==> config.mk <==
export PLATFORM = sky130hd
export DESIGN_NAME = time_set_ctrl
export DESIGN_NICKNAME = d
export VERILOG_FILES = /design/src/rtl/time_set_ctrl_pkg.sv /design/src/rtl/time_set_ctrl_btn_debounce.sv /design/src/rtl/time_set_ctrl.sv
export SDC_FILE = /design/constraint.sdc
export NUM_CORES = 1
export LEC_CHECK = 0
export ABC_AREA = 1
export CAP_MARGIN = 20
export CORE_MARGIN = 8
export CORE_UTILIZATION = 66
export CTS_CLUSTER_DIAMETER = 60
export DETAILED_ROUTE_END_ITERATION = 8
export PLACE_DENSITY = 0.95
export SLEW_MARGIN = 20
export SYNTH_ARGS = -nofsm -noshare
export SYNTH_HDL_FRONTEND = slang
export SYNTH_SLANG_ARGS = --single-unit
==> constraint.sdc <==
create_clock -name clk -period 16.4 [get_ports clk]
set_clock_uncertainty 0.1 [all_clocks]
set_input_delay 3.28 -clock clk [delete_from_list [all_inputs] [get_ports clk]]
set_output_delay 3.28 -clock clk [all_outputs]
set_load 0.01 [all_outputs]
==> src/rtl/time_set_ctrl_pkg.sv <==
// Shared definitions for the front-panel time-setting controller:
// FSM state encoding, load-protocol codes, edit-field codes, field limits
// and the wrap-around step used for editing.
package time_set_ctrl_pkg;

   typedef enum logic [2:0] {
      ST_IDLE,
      ST_EDIT_HOUR,
      ST_EDIT_MIN,
      ST_EDIT_REMIND,
      ST_COMMIT_TIME,
      ST_COMMIT_REMIND
   } state_t;

   localparam logic [1:0] SET_RUN    = 2'b00;
   localparam logic [1:0] SET_TIME   = 2'b01;
   localparam logic [1:0] SET_REMIND = 2'b10;

   localparam logic [1:0] FIELD_NONE   = 2'b00;
   localparam logic [1:0] FIELD_HOUR   = 2'b01;
   localparam logic [1:0] FIELD_MIN    = 2'b10;
   localparam logic [1:0] FIELD_REMIND = 2'b11;

   localparam logic [5:0] HOUR_MAX       = 6'd23;
   localparam logic [5:0] MIN_MAX        = 6'd59;
   localparam logic [5:0] REMIND_MIN     = 6'd1;
   localparam logic [5:0] REMIND_DEFAULT = 6'd10;

   // One up/down step inside [lo, hi] with wrap-around. A value that was
   // preloaded outside the range snaps to the field minimum.
   function automatic logic [5:0] step_wrap(input logic [5:0] val,
                                            input logic [5:0] lo,
                                            input logic [5:0] hi,
                                            input logic       up);
      if (val < lo || val > hi) return lo;
      if (up) return (val == hi) ? lo : val + 6'd1;
      return (val == lo) ? hi : val - 6'd1;
   endfunction

endpackage

==> src/rtl/time_set_ctrl_btn_debounce.sv <==
// Raw push-button conditioner: 2-flop synchroniser, stable-level
// down-counter and a one-clk pulse on each accepted rising edge.
// Ports: clk, reset (async, active-high), raw (button pin), pulse (1 clk).
module btn_debounce #(
   parameter int CYCLES = 2_000_000
) (
   input  logic clk,
   input  logic reset,
   input  logic raw,
   output logic pulse
);

   localparam int CW = $clog2(CYCLES + 1);

   logic          sync0;
   logic          sync1;
   logic          stable;
   logic [CW-1:0] cnt;

   // The counter reloads whenever the synchronised level agrees with the
   // accepted level, so a new level must persist CYCLES clocks to win.
   always_ff @(posedge clk or posedge reset) begin
      if (reset) begin
         sync0  <= 1'b0;
         sync1  <= 1'b0;
         stable <= 1'b0;
         pulse  <= 1'b0;
         cnt    <= '0;
      end else begin
         sync0 <= raw;
         sync1 <= sync0;
         pulse <= 1'b0;
         if (sync1 == stable) begin
            cnt <= CW'(CYCLES - 1);
         end else if (cnt == '0) begin
            stable <= sync1;
            pulse  <= sync1;
            cnt    <= CW'(CYCLES - 1);
         end else begin
            cnt <= cnt - 1'b1;
         end
      end
   end

endmodule

==> src/rtl/time_set_ctrl.sv <==
// Front-panel time-setting controller. Edits a shadow copy of the clock
// hour/minute and the remind threshold, then holds a load code on
// set_all_times long enough for the 100 Hz timekeeper to capture it.
// Ports: clk, reset (async, active-high), power_on, btn_mode/up/down/
// confirm (raw buttons), cur_hour/cur_minute/cur_remind_hour (preload),
// set_all_times, btn_time_set, btn_min_set (load interface),
// editing, edit_field, blink (display hints).
//
// state            | meaning
// ST_IDLE          | running, waiting for mode to start an edit
// ST_EDIT_HOUR     | up/down change shadow hour
// ST_EDIT_MIN      | up/down change shadow minute
// ST_EDIT_REMIND   | up/down change shadow remind threshold
// ST_COMMIT_TIME   | driving load code 01 with hour/minute
// ST_COMMIT_REMIND | driving load code 10 with remind threshold
module time_set_ctrl
   import time_set_ctrl_pkg::*;
#(
   parameter int DEBOUNCE_CYCLES = 2_000_000,
   parameter int COMMIT_CYCLES   = 3_000_000,
   parameter int TIMEOUT_CYCLES  = 1_000_000_000,
   parameter int BLINK_CYCLES    = 25_000_000
) (
   input  logic       clk,
   input  logic       reset,
   input  logic       power_on,
   input  logic       btn_mode,
   input  logic       btn_up,
   input  logic       btn_down,
   input  logic       btn_confirm,
   input  logic [5:0] cur_hour,
   input  logic [5:0] cur_minute,
   input  logic [5:0] cur_remind_hour,
   output logic [1:0] set_all_times,
   output logic [5:0] btn_time_set,
   output logic [5:0] btn_min_set,
   output logic       editing,
   output logic [1:0] edit_field,
   output logic       blink
);

   localparam int TW = $clog2(TIMEOUT_CYCLES + 1);
   localparam int CW = $clog2(COMMIT_CYCLES + 1);
   localparam int BW = $clog2(BLINK_CYCLES + 1);

   logic mode_p, up_p, down_p, confirm_p;

   btn_debounce #(.CYCLES(DEBOUNCE_CYCLES)) u_db_mode (
      .clk(clk), .reset(reset), .raw(btn_mode), .pulse(mode_p));
   btn_debounce #(.CYCLES(DEBOUNCE_CYCLES)) u_db_up (
      .clk(clk), .reset(reset), .raw(btn_up), .pulse(up_p));
   btn_debounce #(.CYCLES(DEBOUNCE_CYCLES)) u_db_down (
      .clk(clk), .reset(reset), .raw(btn_down), .pulse(down_p));
   btn_debounce #(.CYCLES(DEBOUNCE_CYCLES)) u_db_confirm (
      .clk(clk), .reset(reset), .raw(btn_confirm), .pulse(confirm_p));

   state_t        state, state_nxt;
   logic [5:0]    hour, minute, remind;
   logic [5:0]    hour_nxt, minute_nxt, remind_nxt;
   logic [TW-1:0] idle_cnt;
   logic [CW-1:0] commit_cnt;
   logic [BW-1:0] blink_cnt;
   logic          step_up, step_dn, any_pulse, state_change, edit_nxt;

   // Opposing pulses in the same cycle cancel.
   assign step_up      = up_p & ~down_p;
   assign step_dn      = down_p & ~up_p;
   assign any_pulse    = mode_p | up_p | down_p | confirm_p;
   assign state_change = (state_nxt != state);
   assign edit_nxt     = (state_nxt == ST_EDIT_HOUR) || (state_nxt == ST_EDIT_MIN) ||
                         (state_nxt == ST_EDIT_REMIND);

   always_comb begin
      state_nxt  = state;
      hour_nxt   = hour;
      minute_nxt = minute;
      remind_nxt = remind;
      if (!power_on) begin
         state_nxt = ST_IDLE;
      end else begin
         case (state)
            ST_IDLE: begin
               if (mode_p) begin
                  state_nxt  = ST_EDIT_HOUR;
                  hour_nxt   = cur_hour;
                  minute_nxt = cur_minute;
                  remind_nxt = cur_remind_hour;
               end
            end
            ST_EDIT_HOUR, ST_EDIT_MIN, ST_EDIT_REMIND: begin
               if (confirm_p) begin
                  state_nxt = (state == ST_EDIT_REMIND) ? ST_COMMIT_REMIND : ST_COMMIT_TIME;
               end else if (mode_p) begin
                  case (state)
                     ST_EDIT_HOUR: state_nxt = ST_EDIT_MIN;
                     ST_EDIT_MIN:  state_nxt = ST_EDIT_REMIND;
                     default:      state_nxt = ST_EDIT_HOUR;
                  endcase
               end else if (step_up || step_dn) begin
                  case (state)
                     ST_EDIT_HOUR: hour_nxt   = step_wrap(hour, 6'd0, HOUR_MAX, step_up);
                     ST_EDIT_MIN:  minute_nxt = step_wrap(minute, 6'd0, MIN_MAX, step_up);
                     default:      remind_nxt = step_wrap(remind, REMIND_MIN, HOUR_MAX, step_up);
                  endcase
               end else if (idle_cnt == '0 && !any_pulse) begin
                  state_nxt = ST_IDLE;
               end
            end
            ST_COMMIT_TIME, ST_COMMIT_REMIND: begin
               if (commit_cnt == '0) state_nxt = ST_IDLE;
            end
            default: state_nxt = ST_IDLE;
         endcase
      end
   end

   always_ff @(posedge clk or posedge reset) begin
      if (reset) begin
         state         <= ST_IDLE;
         hour          <= '0;
         minute        <= '0;
         remind        <= REMIND_DEFAULT;
         idle_cnt      <= '0;
         commit_cnt    <= '0;
         blink_cnt     <= '0;
         set_all_times <= SET_RUN;
         btn_time_set  <= '0;
         btn_min_set   <= '0;
         editing       <= 1'b0;
         edit_field    <= FIELD_NONE;
         blink         <= 1'b0;
      end else begin
         state  <= state_nxt;
         hour   <= hour_nxt;
         minute <= minute_nxt;
         remind <= remind_nxt;

         if (state_change || any_pulse) idle_cnt <= TW'(TIMEOUT_CYCLES - 1);
         else if (idle_cnt != '0)       idle_cnt <= idle_cnt - 1'b1;

         if (state_change)            commit_cnt <= CW'(COMMIT_CYCLES - 1);
         else if (commit_cnt != '0)   commit_cnt <= commit_cnt - 1'b1;

         // A new field starts lit with a fresh half-period.
         if (!edit_nxt) begin
            blink     <= 1'b0;
            blink_cnt <= '0;
         end else if (state_change) begin
            blink     <= 1'b1;
            blink_cnt <= BW'(BLINK_CYCLES - 1);
         end else if (blink_cnt == '0) begin
            blink     <= ~blink;
            blink_cnt <= BW'(BLINK_CYCLES - 1);
         end else begin
            blink_cnt <= blink_cnt - 1'b1;
         end

         set_all_times <= SET_RUN;
         btn_time_set  <= hour_nxt;
         btn_min_set   <= minute_nxt;
         editing       <= edit_nxt;
         edit_field    <= FIELD_NONE;
         case (state_nxt)
            ST_EDIT_HOUR: edit_field <= FIELD_HOUR;
            ST_EDIT_MIN:  edit_field <= FIELD_MIN;
            ST_EDIT_REMIND: begin
               edit_field   <= FIELD_REMIND;
               btn_time_set <= remind_nxt;
            end
            ST_COMMIT_TIME: set_all_times <= SET_TIME;
            ST_COMMIT_REMIND: begin
               set_all_times <= SET_REMIND;
               btn_time_set  <= remind_nxt;
               btn_min_set   <= '0;
            end
            default: ;
         endcase
      end
   end

endmodule

==> out/results.tsv <==
stage	metric	value	unit
sta	post-route setup slack	9.77	ns
synthesis	Synth top area share	46.1	%
grt	first-pass GRT wire length	47.1	mm
floorplan	DIE HEIGHT	149	µm
synthesis	YS warnings	0	
sta	final setup fails	0	
cells_and_area	antenna cells	0	
setup_path	CP delay by family, top	buffers and inverters	
synthesis	Cell Area, Synth	11600	µm²
drt	DRC Markers	0	
drt	met3 routed WL	1.93	mm
sta	Worst-Margin Slew	0.928	ns
flow_run	max-cap viol count	0	
floorplan	Starting Density	67.4	%
clock_network	PostCTS Resize Cnt	0	
setup_path	crit path max fanout	58	
clock_network	TritonCTS Buffers	24	
clock_network	# hold bufs at CTS	0	
synthesis	Syn Nets	1464	
cells_and_area	Area Growth Syn to Fin	12.3	%
clock_network	CTS H-tree depth	1	
min_path	hold path depth	0	
sta	Tcrit/Tclk final	40.4	%
setup_path	Buf/Inv on CP	4	
synthesis	top_reg_cell synth	dfrtp_1	
drt	routed wl met2	13.7	mm
synthesis	Seq/Total Area, Yosys	46.5	%
synthesis	Synth area leaders	dfrtp_1, nand2_1, nor2_1, inv_1, xor2_1	
sta	Fmax achieved	151	MHz
placement	Port Buffers	42	
clock_network	CTS clock-pin slew for the worst setup and hold paths	0.06	ns
clock_network	worst skew pair latency	0.52	ns
setup_path	Slowest cell on crit path	clkdlybuf4s50_1	
synthesis	Mapped Cells	1421	
cells_and_area	layout cells sized above 1	7.55	%
setup_path	Critical Path AT	6.97	ns
drt	routed len/inst	16.2	µm
setup_path	WP depth	12	
drt	initial DRC count	1007	
pwr	Power Dens Cells	101	nW/µm²
drt	Top Metal Used	met4	
clock_network	TritonCTS clock tree	done	
drt	Via density	5.93	
status	outcome	completed	
floorplan	Site Rows	48	
sta	Hold Slack	0.246	ns
clock_network	Setup Buffers After CTS	0	
floorplan	core area	17200	µm²
placement	routability congestion estimate	0.938	
sta	Tmin final	6.63	ns
grt	vias in the first global route	10100	
drt	WL met1	11.1	mm
min_path	worst hold path class	reg -> reg	
pwr	Worst VDD drop	0.0841	mV
drt	via count	10100	
clock_network	Clock Tree Buf Depth	3	
drt	Pre-antenna DRT Iters	6	
setup_path	Crit path required time	16.74	ns
synthesis	Synth area leader	dfrtp_1	
grt	GRT Resource Usage Total	25.3	%
grt	initial antenna violation count	0	
synthesis	Netlist cell types	52	
setup_path	worst r2r path cells	14	
drt	post-route ant nets	0	
floorplan	total die area	22100	µm²
placement	post-DP HPWL	17.9	mm
placement	worst slack, placed	9.44	ns
cells_and_area	Total Nets Final	1513	
sta	setup TNS	0	ns
setup_path	Worst Setup End Kind	flop	
cells_and_area	Layout fillers	1107	
synthesis	syn avg cell area	8.18	µm²
grt	total grt overflow	0	
synthesis	Yosys reg bits	216	
drt	routed wire length	27.7	mm
synthesis	asr flop ratio synth	100	%
sta	Worst slew margin	38.0	%
setup_path	CP peak stage delay	0.70	ns
grt	largest net degree at the start of global routing	137	
setup_path	most used cell, CP	inv_1	
clock_network	CTS sink cnt	216	
pwr	total power	0.00132	W
setup_path	worst path cell trace	clkdlybuf4s50_1 > inv_1 > nor2_1 > inv_1 > a211oi_2 > nand3_1 > nand2_2 > nand3_4 > nor2_4 > buf_4 > nand2_4 > nor2_2	
floorplan	Die W	149	µm
sta	RSZ-0062 raised after global routing	false	
sta	Slew Limit Fails	0	
clock_network	Clock Tree Root	clkbuf_16	
sta	Final Hold Viols	0	
pwr	leak pwr	6.00	nW
setup_path	crit path kind	in -> reg	
setup_path	type of element launching the critical path	input port	
floorplan	io pins	43	
synthesis	Post-synth EDFFs	0	
## area by class of cell
| type | instances | area, µm² | area share (%) |
|---|---|---|---|
| multi-input cells | 1019 | 5470 | 42.0 |
| flip-flops and latches | 216 | 5410 | 41.5 |
| clock inverters | 7 | 95.1 | 0.729 |
| well taps | 225 | 282 | 2.16 |
| clock buffers | 33 | 696 | 5.33 |
| repair buffers | 45 | 463 | 3.55 |
| inverters | 164 | 626 | 4.80 |
## final timing paths
check | startpoint | end | slack [ns]
min in group asynchronous | reset | u_db_confirm.cnt[14] | 3.24
worst max register to register | state[2] | idle_cnt[22] | 12.93
worst max-delay path | power_on | idle_cnt[22] | 9.77
max in group asynchronous | reset | blink_cnt[17] | 11.63
worst min-delay path | u_db_up.sync0 | u_db_up.sync1 | 0.25
worst min register to register | u_db_up.sync0 | u_db_up.sync1 | 0.25
## routing by layer
metal	vias to the layer above	track usage, %
li1	4704	-
met1	4876	31.3
met2	460	43.5
met3	101	3.71
met4	0	10.6
met5	-	0
## cells in the mapped netlist, types with 2 or more instances
cell,instances
nand2_1,248
nor2_1,230
dfrtp_1,214
inv_1,157
nand3_1,81
xor2_1,65
o21ai_0,63
a21oi_1,53
nor3_1,48
xnor2_1,46
or2_2,19
ha_1,18
nand3b_1,17
nor2_2,16
a22oi_1,14
nand4_1,14
clkbuf_1,12
nor4_1,12
nand3_2,10
o22ai_1,9
buf_2,7
o211ai_1,7
a31oi_1,6
nand2_2,6
a221oi_1,5
inv_2,4
nand2_4,3
nor2_4,3
o21a_1,3
o221ai_1,3
or2_1,3
buf_6,2
clkinv_1,2
dfstp_2,2
o311ai_0,2
## state kept, by name (all words and copies together) (netlist names), 21 cells and up
| signal | cells |
|---|---|
| blink_cnt | 25 |
| u_db_mode.cnt | 21 |
| u_db_up.cnt | 21 |
| idle_cnt | 30 |
| commit_cnt | 22 |
| u_db_confirm.cnt | 21 |
| u_db_down.cnt | 21 |
## power breakdown
part           switching, W  total [W]  internal (W)
Sequential        0.0000368   0.000605      0.000569
Clock              0.000213   0.000540      0.000327
Combinational      0.000104   0.000177     0.0000732
Total              0.000354    0.00132      0.000969
## cell families after synthesis
family                   share of synthesized area, %
flip-flops                                       46.5
adder cells (fa/ha/maj)                          1.94
XOR/XNOR                                         8.37
buffers and inverters                            6.33
AO/OA/AOI/OAI                                    8.59
AND/OR/NAND/NOR                                  28.2
## cell usage in the layout, fill, tap and decap left out, types with 3 or more instances in the layout
cell / netlist / routed
or2_1: 3 / 3
ha_1: 18 / 18
nor3_1: 48 / 48
xnor2_1: 46 / 46
a22oi_1: 14 / 14
nor2_4: 3 / 3
nand2_4: 3 / 3
nor2_2: 16 / 16
a221oi_1: 5 / 5
nor2_1: 230 / 230
nand3b_1: 17 / 17
or2_2: 19 / 19
nand2_2: 6 / 6
xor2_1: 65 / 65
o21ai_0: 63 / 63
inv_2: 4 / 4
o21a_1: 3 / 3
nand3_1: 81 / 81
nand4_1: 14 / 14
a31oi_1: 6 / 6
clkdlybuf4s50_1: 0 / 42
dfrtp_1: 214 / 214
inv_1: 157 / 156
nor4_1: 12 / 12
clkbuf_16: 0 / 25
clkbuf_8: 0 / 4
clkbuf_1: 12 / 4
o22ai_1: 9 / 9
o221ai_1: 3 / 3
nand3_2: 10 / 10
a21oi_1: 53 / 53
nand2_1: 248 / 248
o211ai_1: 7 / 7
## worst register-to-register path, cell delays in order, from the launching register on
cell     delay [ns]
dfrtp_1        0.47
inv_2          0.20
nand3_1        0.17
nor2_2         0.55
inv_2          0.16
nand2_1        0.12
inv_1          0.06
nand2_1        0.08
nand2_1        0.12
nand2_1        0.17
nand3_4        0.13
nor2_4         0.10
buf_4          0.55
nand2_4        0.26
nor2_2         0.15
## through the flow
| stage | cells | util [%] | cell area, µm² |
|---|---|---|---|
| floorplan | 1421 | - | 11600 |
| global placement | 1668 | 70.9 | 12200 |
| detailed placement | 1668 | 70.9 | 12200 |
| CTS | 1708 | 75.5 | 13000 |
| global route | 1709 | 75.7 | 13000 |
| finish | 1709 | 75.7 | 13000 |
Power figures use the tool's default switching activity.
